--- config.mk ---
export PLATFORM = sky130hd
export DESIGN_NAME = aes_key_fetch
export DESIGN_NICKNAME = d
export VERILOG_FILES = /design/src/rtl/aes_key_pkg.sv /design/src/rtl/aes_rom_lat_pipe.sv /design/src/rtl/aes_key_fetch.sv
export SDC_FILE = /design/constraint.sdc
export NUM_CORES = 1
export LEC_CHECK = 0
export ABC_AREA = 1
export BUFFER_PORTS_ARGS = -buffer_cell sky130_fd_sc_hd__buf_2
export CORE_MARGIN = 8
export CORE_UTILIZATION = 32
export DETAILED_ROUTE_END_ITERATION = 10
export PLACE_DENSITY = 0.58
export SETUP_SLACK_MARGIN = 0.02
export SYNTH_ARGS = -nofsm -noshare
export SYNTH_HDL_FRONTEND = slang
export SYNTH_SLANG_ARGS = --single-unit
--- constraint.sdc ---
create_clock -name clk -period 1.65 [get_ports clk]
set_input_delay 0.4125 -clock clk [delete_from_list [all_inputs] [get_ports clk]]
set_output_delay 0.4125 -clock clk [all_outputs]
set_load 0.005 [all_outputs]
--- src/rtl/aes_key_pkg.sv ---
// Shared constants and FSM encoding for the AES key fetch path.
// AES_KEY_CHECKSUM_EN adds a ninth (XOR checksum) word to every fetch.
package aes_key_pkg;

   localparam int KEY_WORDS = 8;
   localparam int WORD_W    = 16;

`ifdef AES_KEY_CHECKSUM_EN
   localparam int NW = KEY_WORDS + 1;
`else
   localparam int NW = KEY_WORDS;
`endif

   localparam int CNT_W = 4;

   typedef enum logic [1:0] {
      IDLE  = 2'd0,
      ISSUE = 2'd1,
      DRAIN = 2'd2,
      DONE  = 2'd3
   } state_t;

endpackage

--- src/rtl/aes_rom_lat_pipe.sv ---
// Valid/tag delay line matching the key ROM read latency; every stage is visible
// so the parent can tap the return path early and see what is still in flight.
module aes_rom_lat_pipe #(
   parameter int DEPTH = 1
) (
   input  logic             clk,
   input  logic             rst,
   input  logic             i_flush,
   input  logic             i_vld,
   input  logic             i_tag,
   output logic [DEPTH-1:0] o_vld,
   output logic [DEPTH-1:0] o_tag
);

   logic [DEPTH-1:0] vld_q, vld_d;
   logic [DEPTH-1:0] tag_q, tag_d;

   always_comb begin
      vld_d = (vld_q << 1) | DEPTH'(i_vld);
      tag_d = (tag_q << 1) | DEPTH'(i_tag);
      if (i_flush) begin
         vld_d = '0;
         tag_d = '0;
      end
   end

   always_ff @(posedge clk or posedge rst) begin
      if (rst) begin
         vld_q <= '0;
         tag_q <= '0;
      end else begin
         vld_q <= vld_d;
         tag_q <= tag_d;
      end
   end

   assign o_vld = vld_q;
   assign o_tag = tag_q;

endmodule

--- src/rtl/aes_key_fetch.sv ---
// AES key fetch: streams one 128-bit key from the key ROM as eight 16-bit words, MSW first.
// Define AES_KEY_CHECKSUM_EN to also fetch a ninth word and check it against the XOR of the key.
module aes_key_fetch
   import aes_key_pkg::*;
#(
   parameter int ADDR_W     = 8,
   parameter int ROM_LAT    = 1,
   parameter int KEY_BASE   = 0,
   parameter int KEY_STRIDE = 16,
   parameter int KEY_SEL_W  = 2
) (
   input  logic                 clk,
   input  logic                 rst,
   input  logic                 i_time_up,
   input  logic                 i_key_req,
   input  logic [KEY_SEL_W-1:0] i_key_sel,
   output logic                 o_rom_en,
   output logic [ADDR_W-1:0]    o_rom_addr,
   input  logic [15:0]          i_rom_data,
   output logic                 o_key_shift,
   output logic [15:0]          o_data_rom_16bits,
   output logic                 o_done_key,
   output logic                 o_busy,
   output logic                 o_key_err
);

   localparam logic [ROM_LAT-1:0] LAST_BIT = ROM_LAT'(1) << (ROM_LAT - 1);

   function automatic logic [ADDR_W-1:0] key_base(input logic [KEY_SEL_W-1:0] sel);
      return ADDR_W'(KEY_BASE + int'(sel) * KEY_STRIDE);
   endfunction

   state_t              state_q, state_d;
   logic [ADDR_W-1:0]   base_q, base_d;
   logic [CNT_W-1:0]    cnt_q, cnt_d;
   logic [WORD_W-1:0]   data_q, data_d;

   logic                issue, last_issue, is_ck, accept, pending;
   logic [ROM_LAT-1:0]  pipe_vld, pipe_tag;
   logic                cap_vld, cap_tag;
   logic                ret_vld, ret_tag;

   assign issue      = (state_q == ISSUE);
   assign last_issue = issue && (cnt_q == CNT_W'(NW - 1));
   assign accept     = (state_q == IDLE) && i_key_req && !i_time_up;

`ifdef AES_KEY_CHECKSUM_EN
   assign is_ck = last_issue;
`else
   assign is_ck = 1'b0;
`endif

   aes_rom_lat_pipe #(
      .DEPTH (ROM_LAT)
   ) u_lat_pipe (
      .clk     (clk),
      .rst     (rst),
      .i_flush (i_time_up),
      .i_vld   (issue),
      .i_tag   (is_ck),
      .o_vld   (pipe_vld),
      .o_tag   (pipe_tag)
   );

   // The output data register is the last cycle of the ROM latency, so capture
   // happens one stage before the tag reaches the end of the delay line.
   generate
      if (ROM_LAT == 1) begin : g_cap_direct
         assign cap_vld = issue;
         assign cap_tag = is_ck;
      end else begin : g_cap_tap
         assign cap_vld = pipe_vld[ROM_LAT-2];
         assign cap_tag = pipe_tag[ROM_LAT-2];
      end
   endgenerate

   assign ret_vld = pipe_vld[ROM_LAT-1];
   assign ret_tag = pipe_tag[ROM_LAT-1];
   assign pending = |(pipe_vld & ~LAST_BIT);

   always_comb begin
      state_d = state_q;
      base_d  = base_q;
      cnt_d   = cnt_q;
      if (i_time_up) begin
         state_d = IDLE;
      end else begin
         case (state_q)
            IDLE: begin
               if (i_key_req) begin
                  state_d = ISSUE;
                  base_d  = key_base(i_key_sel);
                  cnt_d   = '0;
               end
            end
            ISSUE: begin
               cnt_d = cnt_q + CNT_W'(1);
               if (last_issue) state_d = DRAIN;
            end
            DRAIN: begin
               if (!pending) state_d = DONE;
            end
            DONE:    state_d = IDLE;
            default: state_d = IDLE;
         endcase
      end
   end

   always_comb begin
      data_d = data_q;
      if (cap_vld && !cap_tag && !i_time_up) data_d = i_rom_data;
   end

   always_ff @(posedge clk or posedge rst) begin
      if (rst) begin
         state_q <= IDLE;
         base_q  <= '0;
         cnt_q   <= '0;
         data_q  <= '0;
      end else begin
         state_q <= state_d;
         base_q  <= base_d;
         cnt_q   <= cnt_d;
         data_q  <= data_d;
      end
   end

`ifdef AES_KEY_CHECKSUM_EN
   logic [WORD_W-1:0] xor_q, xor_d;
   logic              mis_q, mis_d;
   logic              err_q, err_d;

   always_comb begin
      xor_d = xor_q;
      mis_d = mis_q;
      err_d = err_q;
      if (i_time_up) begin
         err_d = 1'b0;
      end else if (accept) begin
         xor_d = '0;
         mis_d = 1'b0;
         err_d = 1'b0;
      end else begin
         if (cap_vld) begin
            if (cap_tag) mis_d = (xor_q != i_rom_data);
            else         xor_d = xor_q ^ i_rom_data;
         end
         // Flag lands together with the done pulse and holds until the next fetch.
         if (state_q == DRAIN && state_d == DONE) err_d = mis_q;
      end
   end

   always_ff @(posedge clk or posedge rst) begin
      if (rst) begin
         xor_q <= '0;
         mis_q <= 1'b0;
         err_q <= 1'b0;
      end else begin
         xor_q <= xor_d;
         mis_q <= mis_d;
         err_q <= err_d;
      end
   end

   assign o_key_err = err_q;
`else
   assign o_key_err = 1'b0;
`endif

   assign o_rom_en          = issue;
   assign o_rom_addr        = base_q + ADDR_W'(cnt_q);
   assign o_key_shift       = ret_vld && !ret_tag;
   assign o_data_rom_16bits = data_q;
   assign o_done_key        = (state_q == DONE);
   assign o_busy            = (state_q != IDLE);

endmodule

==> results of run 1 <==
## report_power, final
group | leakage (nW) | internal (mW) | switching (mW)
clock network | 0.0139 | 0.0926 | 0.192
registers | 0.319 | 0.858 | 0.146
logic | 0.579 | 0.530 | 0.552
## stage by stage
stage,hold slack (ns),util
after floorplan,0.440,-
after global placement,0.451,0.401
after detailed placement,0.454,0.401
after CTS,0.106,0.417
after global routing,0.124,0.440
final,0.108,0.440
## registers in the layout, indices dropped and copies added, names as in the netlist
register,count
u_lat_pipe.o_vld,1
cnt_q,4
state_q,2
base_q,2
o_data_rom_16bits,16
## area by class of cell
type	count	share of cell area
clock buffers	3	0.0143
multi-input cells	96	0.313
clock inverters	1	0.00477
inverters	12	0.0286
flip-flops and latches	25	0.397
repair buffers	55	0.204
well taps	48	0.0381
## synthesized netlist by cell type
master	instances
buf_6	1
nor2_1	4
conb_1	1
buf_4	4
nand2_1	63
inv_2	1
ha_1	6
or2_2	1
nand4_1	3
dfrtp_1	25
inv_1	11
nand3_2	1
o21ai_1	2
nor2_4	1
nand2_2	1
o21ai_0	2
nand3_1	9
## final timing paths
path | depth (start not counted) | end | slack, ns | from
min in group clk | 3 | o_data_rom_16bits[13]$_DFFE_PP0P_ | 0.28 | i_rom_data[13]
hold reg to reg | 2 | o_data_rom_16bits[13]$_DFFE_PP0P_ | 0.49 | o_data_rom_16bits[13]$_DFFE_PP0P_
max in group asynchronous | 3 | o_data_rom_16bits[11]$_DFFE_PP0P_ | 1.31 | rst
hold / removal | 3 | o_data_rom_16bits[8]$_DFFE_PP0P_ | 0.11 | rst
setup / recovery | 3 | o_rom_en | 0.04 | state_q[0]$_DFFE_PP0P_
setup reg to reg | 8 | state_q[1]$_DFFE_PP0P_ | 0.19 | state_q[0]$_DFFE_PP0P_
## layout by cell type, fill, tap and decap left out, drive strengths merged
| cell type | Yosys | routed |
|---|---|---|
| buf | 5 | 55 |
| or2 | 1 | 1 |
| nand2 | 64 | 64 |
| ha | 6 | 6 |
| clkinvlp | 0 | 1 |
| nor2 | 5 | 5 |
| o21ai | 4 | 4 |
| clkbuf | 0 | 3 |
| inv | 12 | 12 |
| nand3 | 10 | 10 |
| conb | 1 | 3 |
| nand4 | 3 | 3 |
| dfrtp | 25 | 25 |
## metal layers
metal,track usage,up-vias,wire length [um]
met4,0.0115,0,0
met3,0.0389,0,212
li1,-,527,-
met2,0.140,40,1260
met1,0.121,487,1340
met5,0,-,0
## timing repair
item / in CTS / in global routing
setup buffers: 3 / 3
endpoints found under the setup margin: 2 / 3
hold endpoints to repair: 0 / 0
pin swaps: 0 / 1
resized for setup: 2 / 12
## kinds of logic (layout without fill, tap and decap cells)
group	count (synthesis)	in the layout	share of synthesized area
DFF	25	25	0.539
buffers and inverters	17	71	0.0744
adders and majority gates	6	6	0.0647
AOI/OAI and AO/OA	4	4	0.0173
other	1	3	0.00323
and+or+nand+nor	83	83	0.301
## critical path: cells and delay by family (launching register included)
kind,cells,cell delay [ns]
buffers and inverters,2,0.26
flip-flops,1,0.46
adder cells (fa/ha/maj),1,0.16
==> reports/results.txt, run 1 <==
GRT Overall Usage: 0.0921
CTS clk-pin slew, worst paths: 0.14 ns
First-pass GRT wire length: 4.62 mm
Hold buffer count at cts: 0
RSZ-0062 raised after global routing: true
Largest net degree at the start of global routing: 26
Register area: 626 um2
Cell area after placement: 0.00144 mm2
CTS Sinks: 25
Crit-path max FO: 4
Post-synth top area cell: dfrtp_1
Syn. warnings: 0
Crit-path cells: buf_6, ha_4, buf_6
Dpl cells: 230
Crit start category: flop
DR iter-0 viols: 42
Worst Skew: 0.00302 ns
CTS max path bufs: 2
CP required: 1.24 ns
Fin cells: 240
CTS tree: yes
Die Span X: 76.2 um
WL/cell: 11.7 um
Vias per cell: 4.39
Multi-input gate area: 493 um2
CTS Buf Count: 3
Power after layout: 2.37 mW
GP Congestion: 0.736
Diode count: 0
Hold WC Path Type: input pin to asynchronous set/reset pin
P_leak: 0.912 nW
Post-Place Setup Slack: 0.234 ns
Setup_tns: 0 ns
Layout area overhead: 35.8%
Fmax: 622 MHz
#FFs+latches synth: 25
Sequential area share after synthesis: 0.539
Main area contributors after synthesis: dfrtp_1 54%, nand2_1 20%, ha_1 6.5%
Via count: 1054
CP Class: flop to primary output
Minimum clock period: 1.61 ns
DRC violations left: 0
Pre-Repair DR Iteration Count: 4
Setup violators final: 0
Most frequent CP cell: buf_6
Fin crit share: 0.974
PD cells: 1500 mW/mm2
Status: finished clean
Max IR drop VDD: 700 uV
Port buffer count: 47
Hpwl dp: 2.06 mm
Max Cap Viol: 0
Hold Fails Final Rpt: 0
CP Capture Type: primary output
Mapped Cells: 136
Nets@finish: 221
Arrival time worst endpoint: 1.19 ns
Worst skew pair latency: 0.32 ns
H-tree depth: 1
Die height: 76.2 um
Layout cell share with drive strength beyond 1: 0.365
Yosys cell types: 17
Fill count: 373
Initial antenna violation count: 0
Final setup margin: 0.0431 ns
Grt ovf: 0
Slew Viols, Final: 0
Top-Level Pins: 51
Final ANT Viol Nets: 0
CP peak stage delay: 0.46 ns
Die footprint: 0.00581 mm2
Vias in the first global route: 1020
Initial core utilization: 0.324
Core area: 0.00358 mm2
Post-Synthesis Cell Area: 0.00116 mm2
WL final: 2.81 mm
Root buf cell: clkbuf_4
Crit-path slowest cell: dfrtp_1
Synth top area share: 0.539
Final Instance Area: 0.00158 mm2
Floorplan row count: 22
Avg Cell Area, Syn: 8.53 um2
Power figures use the tool's default switching activity.
==> run 2: changes to the inputs <==
--- a/config.mk
+++ b/config.mk
@@ -7,7 +7,7 @@
 export LEC_CHECK = 0
 export ABC_AREA = 1
 export BUFFER_PORTS_ARGS = -buffer_cell sky130_fd_sc_hd__buf_2
-export CORE_MARGIN = 8
+export CORE_MARGIN = 1.5
 export CORE_UTILIZATION = 32
 export DETAILED_ROUTE_END_ITERATION = 10
 export PLACE_DENSITY = 0.58
==> reports/results.txt, run 2 (synthesized netlist as in run 1, its figures left out) <==
Initial core utilization: 0.340 (+0.0154)
Fin crit share: 0.972 (-0.00191)
Reg power frac: 0.417 (-0.007)
Clock Power Share: 0.114 (-0.006)
Setup crit start: state_q[0]$_DFFE_PP0P_
CP Class: flop to primary output
Diode count: 0 (unchanged)
Hold WC Path Type: input pin to asynchronous set/reset pin
Minimum clock period: 1.60 ns (-0.00315 ns)
WL final: 2.61 mm (-7.0%)
Largest net degree at the start of global routing: 26 (unchanged)
Internal power: 1.52 mW (+2.8%)
Final core occ: 0.470 (+0.0294)
Layout cell share with drive strength beyond 1: 0.379 (+0.0149)
GP Congestion: 0.814 (+11%)
Sw Pwr: 0.886 mW (-0.48%)
Sw Ratio: 0.368 (-0.00746)
Grt ovf: 0 (unchanged)
Hold Fails Final Rpt: 0 (unchanged)
Slew Viols, Final: 0 (unchanged)
Most frequent cells in the layout: 63 x nand2_1, 44 x buf_2, 25 x dfrtp_1, 9 x nand3_1, 9 x buf_4
Hold buffer count at cts: 0 (unchanged)
Port buffer count: 47 (unchanged)
Fmax: 624 MHz (+0.20%)
FF-to-FF Start: state_q[0]$_DFFE_PP0P_
First-pass GRT wire length: 4.33 mm (-6.4%)
Hpwl dp: 1.84 mm (-11%)
CTS Sinks: 25 (unchanged)
Top-Level Pins: 51 (unchanged)
DR iter-0 viols: 39 (-7.1%)
Worst hold slack: 0.112 ns (+0.00347 ns)
Max IR drop VDD: 601 uV (-14%)
Setup violators final: 0 (unchanged)
P_leak: 0.929 nW (+1.9%)
Via count: 1044 (-0.95%)
CTS max path bufs: 2 (unchanged)
Logic pwr share: 0.469 (+0.013)
Worst Skew: 0.00922 ns (+0.00620 ns)
DRC violations left: 0 (unchanged)
CTS tree: yes
Core area: 0.00342 mm2 (-4.5%)
CTS Buf Count: 3 (unchanged)
GRT Overall Usage: 0.136 (+0.0434)
Arrival time worst endpoint: 1.19 ns (about the same)
H-tree depth: 1 (unchanged)
Initial antenna violation count: 0 (unchanged)
Vias in the first global route: 1018 (-0.20%)
Leading cell type in the layout, fill and taps excluded: nand2_1
Die footprint: 0.00399 mm2 (-31%)
CP Capture Type: primary output
Layout area overhead: 38.3%
Crit start category: flop
Max Cap Viol: 0 (unchanged)
CP required: 1.24 ns (about the same)
CTS clk-pin slew, worst paths: 0.14 ns (about the same)
Root buf cell: clkbuf_4
WL/cell: 10.8 um (-7.4%)
Vias per cell: 4.33 (-1.4%)
Die height: 63.2 um (-17%)
Max reg flops: 16 (unchanged)
Worst skew pair latency: 0.32 ns (about the same)
Floorplan row count: 21 (-4.5%)
Pre-Repair DR Iteration Count: 4 (unchanged)
Crit-path max FO: 4 (unchanged)
Nets@finish: 224 (+1.4%)
Final ANT Viol Nets: 0 (unchanged)
Die Span X: 63.2 um (-17%)
Status: finished clean
PD cells: 1500 mW/mm2 (-0.28%)
RSZ-0062 raised after global routing: true
-- run 2: cell types whose count changed in the layout (fill, tap and decap cells not counted) --
cell	change
inv_2	-2
buf_4	+3
o21ai_2	+1
o21ai_1	-1
inv_4	+2
-- run 2: through the flow --
stage / instances / TNS [ns] / total power, mW / worst slack (ns) / area [um2]
finish: 241 / 0 / 2.41 / 0.0462 / 1600
global route: 241 / -0.0298 / 2.64 / -0.0187 / 1600
CTS: 236 / 0 / 2.27 / 0.00491 / 1520
detailed placement: 228 / 0 / 1.88 / 0.209 / 1430
global placement: 228 / 0 / 1.84 / 0.290 / 1430
floorplan: 138 / 0 / 1.50 / 0.366 / 1170
-- run 2: cell type report --
type	instances	area [um2]
Fill cell	355	1810
Clock buffer	3	22.5
Inverter	12	50.0
Tap cell	46	57.6
Multi-Input combinational cell	96	497
Clock inverter	1	7.51
Timing Repair Buffer	58	344
Sequential cell	25	626
-- run 2: repair_timing --
action,CTS,global route
setup endpoints to repair,2,13
buffers inserted,4,5
gates resized for setup,5,13
pin swaps,0,4
-- run 2: worst max-delay path: stages (launching register included) --
cell and delay [ns]:
dfrtp_1 0.46, buf_6 0.15, ha_4 0.16, buf_6 0.11
-- run 2: final timing paths --
| check | end | slack (ns) | cells past startpoint |
|---|---|---|---|
| min | o_data_rom_16bits[13]$_DFFE_PP0P_ | 0.11 | 3 |
| max reg2reg | o_data_rom_16bits[6]$_DFFE_PP0P_ | 0.16 | 8 |
| max in group asynchronous | base_q[5]$_DFFE_PP0P_ | 1.29 | 3 |
| min in group clk | o_data_rom_16bits[13]$_DFFE_PP0P_ | 0.28 | 3 |
| max | o_rom_en | 0.05 | 3 |
| min reg2reg | o_data_rom_16bits[4]$_DFFE_PP0P_ | 0.48 | 2 |
-- run 2: routing by layer --
metal,global-route usage,share of wire
met2,0.219,0.48
met3,0.0357,0.044
met5,0,0
met4,0.0516,0.0027
met1,0.174,0.47
-- run 2: power by group through the flow --
| stage | Combinational [mW] | Sequential, mW | Clock (mW) |
|---|---|---|---|
| finish | 1.13 | 1.00 | 0.275 |
| global route | 1.27 | 1.04 | 0.326 |
| CTS | 0.978 | 0.997 | 0.298 |
| detailed placement | 0.860 | 1.02 | 0 |
| global placement | 0.829 | 1.01 | 0 |
| floorplan | 0.461 | 1.04 | 0 |
==> run 3: changes to the inputs <==
--- a/config.mk
+++ b/config.mk
@@ -6,11 +6,12 @@
 export NUM_CORES = 1
 export LEC_CHECK = 0
 export ABC_AREA = 1
-export BUFFER_PORTS_ARGS = -buffer_cell sky130_fd_sc_hd__buf_2
+export CORE_ASPECT_RATIO = 1.4
 export CORE_MARGIN = 1.5
 export CORE_UTILIZATION = 32
 export DETAILED_ROUTE_END_ITERATION = 10
-export PLACE_DENSITY = 0.58
+export DONT_BUFFER_PORTS = 1
+export PLACE_DENSITY = 0.46
 export SETUP_SLACK_MARGIN = 0.02
 export SYNTH_ARGS = -nofsm -noshare
 export SYNTH_HDL_FRONTEND = slang
==> reports/results.txt, run 3 (synthesized netlist as in run 1, its figures left out) <==
M1 GR Usage: 0.143 (-0.0309)
CP required: 1.24 ns (about the same)
Crit start category: flop
Layout cell share with drive strength beyond 1: 0.105 (-0.275)
GR Util met3: 0.0281 (-0.00760)
Max IR drop VDD: 605 uV (+0.69%)
DRC violations left: 0 (unchanged)
PostCTS Resize Cnt: 0 (-5)
PD cells: 1610 mW/mm2 (+7.1%)
Sw Pwr: 0.774 mW (-13%)
Die Span X: 53.9 um (-15%)
Leading cell type in the layout, fill and taps excluded: nand2_1
Max reg flops: 16 (unchanged)
RSZ-0062 raised after global routing: true
Floorplan row count: 25 (+19%)
CTS Buf Count: 3 (unchanged)
Fmax: 644 MHz (+3.3%)
Largest net degree at the start of global routing: 26 (unchanged)
CTS max path bufs: 2 (unchanged)
P_leak: 0.702 nW (-24%)
Max Cap Viol: 0 (unchanged)
Logic pwr share: 0.292 (-0.177)
Fill count: 361 (+1.7%)
GRT Overall Usage: 0.133 (-0.00289)
CP Class: flop to primary output
Setup_tns: 0 ns (unchanged)
Pre-Repair DR Iteration Count: 3 (-1)
Crit-path max FO: 5 (+1)
H-tree depth: 1 (unchanged)
Setup violators final: 0 (unchanged)
Initial antenna violation count: 0 (unchanged)
Worst Skew: 0.00506 ns (-0.00417 ns)
Slew Viols, Final: 0 (unchanged)
Root buf cell: clkbuf_8
GP Congestion: 0.758 (-7.0%)
First-pass GRT wire length: 3.83 mm (-11%)
Status: finished clean
Diode count: 0 (unchanged)
Internal power: 1.27 mW (-17%)
Die height: 74.2 um (+17%)
Most frequent cells in the layout: 63 x nand2_1, 25 x dfrtp_1, 11 x inv_1, 9 x nand3_1
CTS Sinks: 25 (unchanged)
Grt ovf: 0 (unchanged)
Via count: 859 (-18%)
Hold Fails Final Rpt: 0 (unchanged)
Worst skew pair latency: 0.27 ns (-0.05 ns)
Port buffer count: 0 (-100%)
Hold WC Path Type: input pin to asynchronous set/reset pin
Final core occ: 0.372 (-0.0971)
Sw Ratio: 0.379 (+0.0111)
Vias per cell: 4.69 (+8.4%)
Core area: 0.00341 mm2 (-0.18%)
Arrival time worst endpoint: 1.14 ns (-0.05 ns)
Reg power frac: 0.528 (+0.111)
Fin crit share: 0.941 (-0.0310)
Nets@finish: 172 (-23%)
Busiest grt layer: met2
Worst hold slack: 0.0775 ns (-0.0340 ns)
CP Capture Type: primary output
Final ANT Viol Nets: 0 (unchanged)
Dpl cells: 176 (-23%)
Vias in the first global route: 852 (-16%)
DR iter-0 viols: 7 (-82%)
Fin cells: 183 (-24%)
Layout area overhead: 9.49%
Clock Power Share: 0.180 (+0.066)
WL/cell: 13.4 um (+24%)
Minimum clock period: 1.55 ns (-0.0511 ns)
Initial core utilization: 0.340 (+0.000623)
CTS clk-pin slew, worst paths: 0.09 ns (-0.05 ns)
Met2 Use GR: 0.244 (+0.0245)
Top-Level Pins: 51 (unchanged)
CTS tree: yes
Die footprint: 0.00400 mm2 (+0.12%)
WL final: 2.46 mm (-5.9%)
Hpwl dp: 1.88 mm (+2.3%)
==> run 3: cell count changes in the layout (fill, tap and decap cells not counted), sizes merged <==
cell,change
buf,-52
==> run 3: timing repair <==
item                       CTS  global route
buffers inserted             0             3
setup endpoints to repair    0             2
hold buffers                 0             0
==> run 3: through the flow <==
step | instance area [um2] | setup WS [ns] | total power, mW
2_1_floorplan | 1170 | 0.366 | 1.50
3_3_place_gp | 1200 | 0.230 | 1.64
3_5_place_dp | 1200 | 0.216 | 1.67
4_1_cts | 1250 | 0.0647 | 2.05
5_1_grt | 1270 | 0.0128 | 2.25
6_report | 1270 | 0.0973 | 2.04
==> run 3: worst max-delay path, stage by stage, from the launching register on <==
cell and delay [ns]:
dfrtp_1 0.43, inv_1 0.09, ha_1 0.25, inv_1 0.11
==> run 3: path summary, 6_finish.rpt <==
check                                                      start                                end  slack [ns]  depth (start not counted)
worst max-delay path                      state_q[0]$_DFFE_PP0P_                             o_busy         0.1                          3
worst min-delay path                                         rst             state_q[0]$_DFFE_PP0P_        0.08                          2
worst max register to register            state_q[0]$_DFFE_PP0P_               cnt_q[0]$_DFFE_PP0P_        0.23                          7
worst min register to register  o_data_rom_16bits[4]$_DFFE_PP0P_   o_data_rom_16bits[4]$_DFFE_PP0P_        0.51                          2
max in group asynchronous                                    rst   o_data_rom_16bits[2]$_DFFE_PP0P_        1.32                          2
min in group clk                                  i_rom_data[13]  o_data_rom_16bits[13]$_DFFE_PP0P_        0.26                          2
==> run 3: power by group through the flow <==
| stage | Clock, mW | Combinational, mW | Sequential (mW) |
|---|---|---|---|
| floorplan | 0 | 0.461 | 1.04 |
| global placement | 0 | 0.545 | 1.10 |
| detailed placement | 0 | 0.570 | 1.10 |
| CTS | 0.385 | 0.573 | 1.09 |
| global route | 0.418 | 0.715 | 1.12 |
| finish | 0.366 | 0.597 | 1.08 |
==> run 3: per-layer routing <==
| metal | wire length (um) | share of wire | vias up |
|---|---|---|---|
| met4 | 23 | 0.0094 | 0 |
| li1 | - | - | 426 |
| met1 | 949 | 0.39 | 401 |
| met2 | 1280 | 0.52 | 30 |
| met3 | 203 | 0.083 | 2 |
| met5 | 0 | 0 | - |
==> run 3: area by class of cell <==
type,instances,area [um2],area share
multi-input cells,96,455,0.359
flip-flops and latches,25,626,0.493
repair buffers,6,45.0,0.0355
well taps,40,50.0,0.0394
clock buffers,3,41.3,0.0325
clock inverters,1,7.51,0.00591
inverters,12,45.0,0.0355
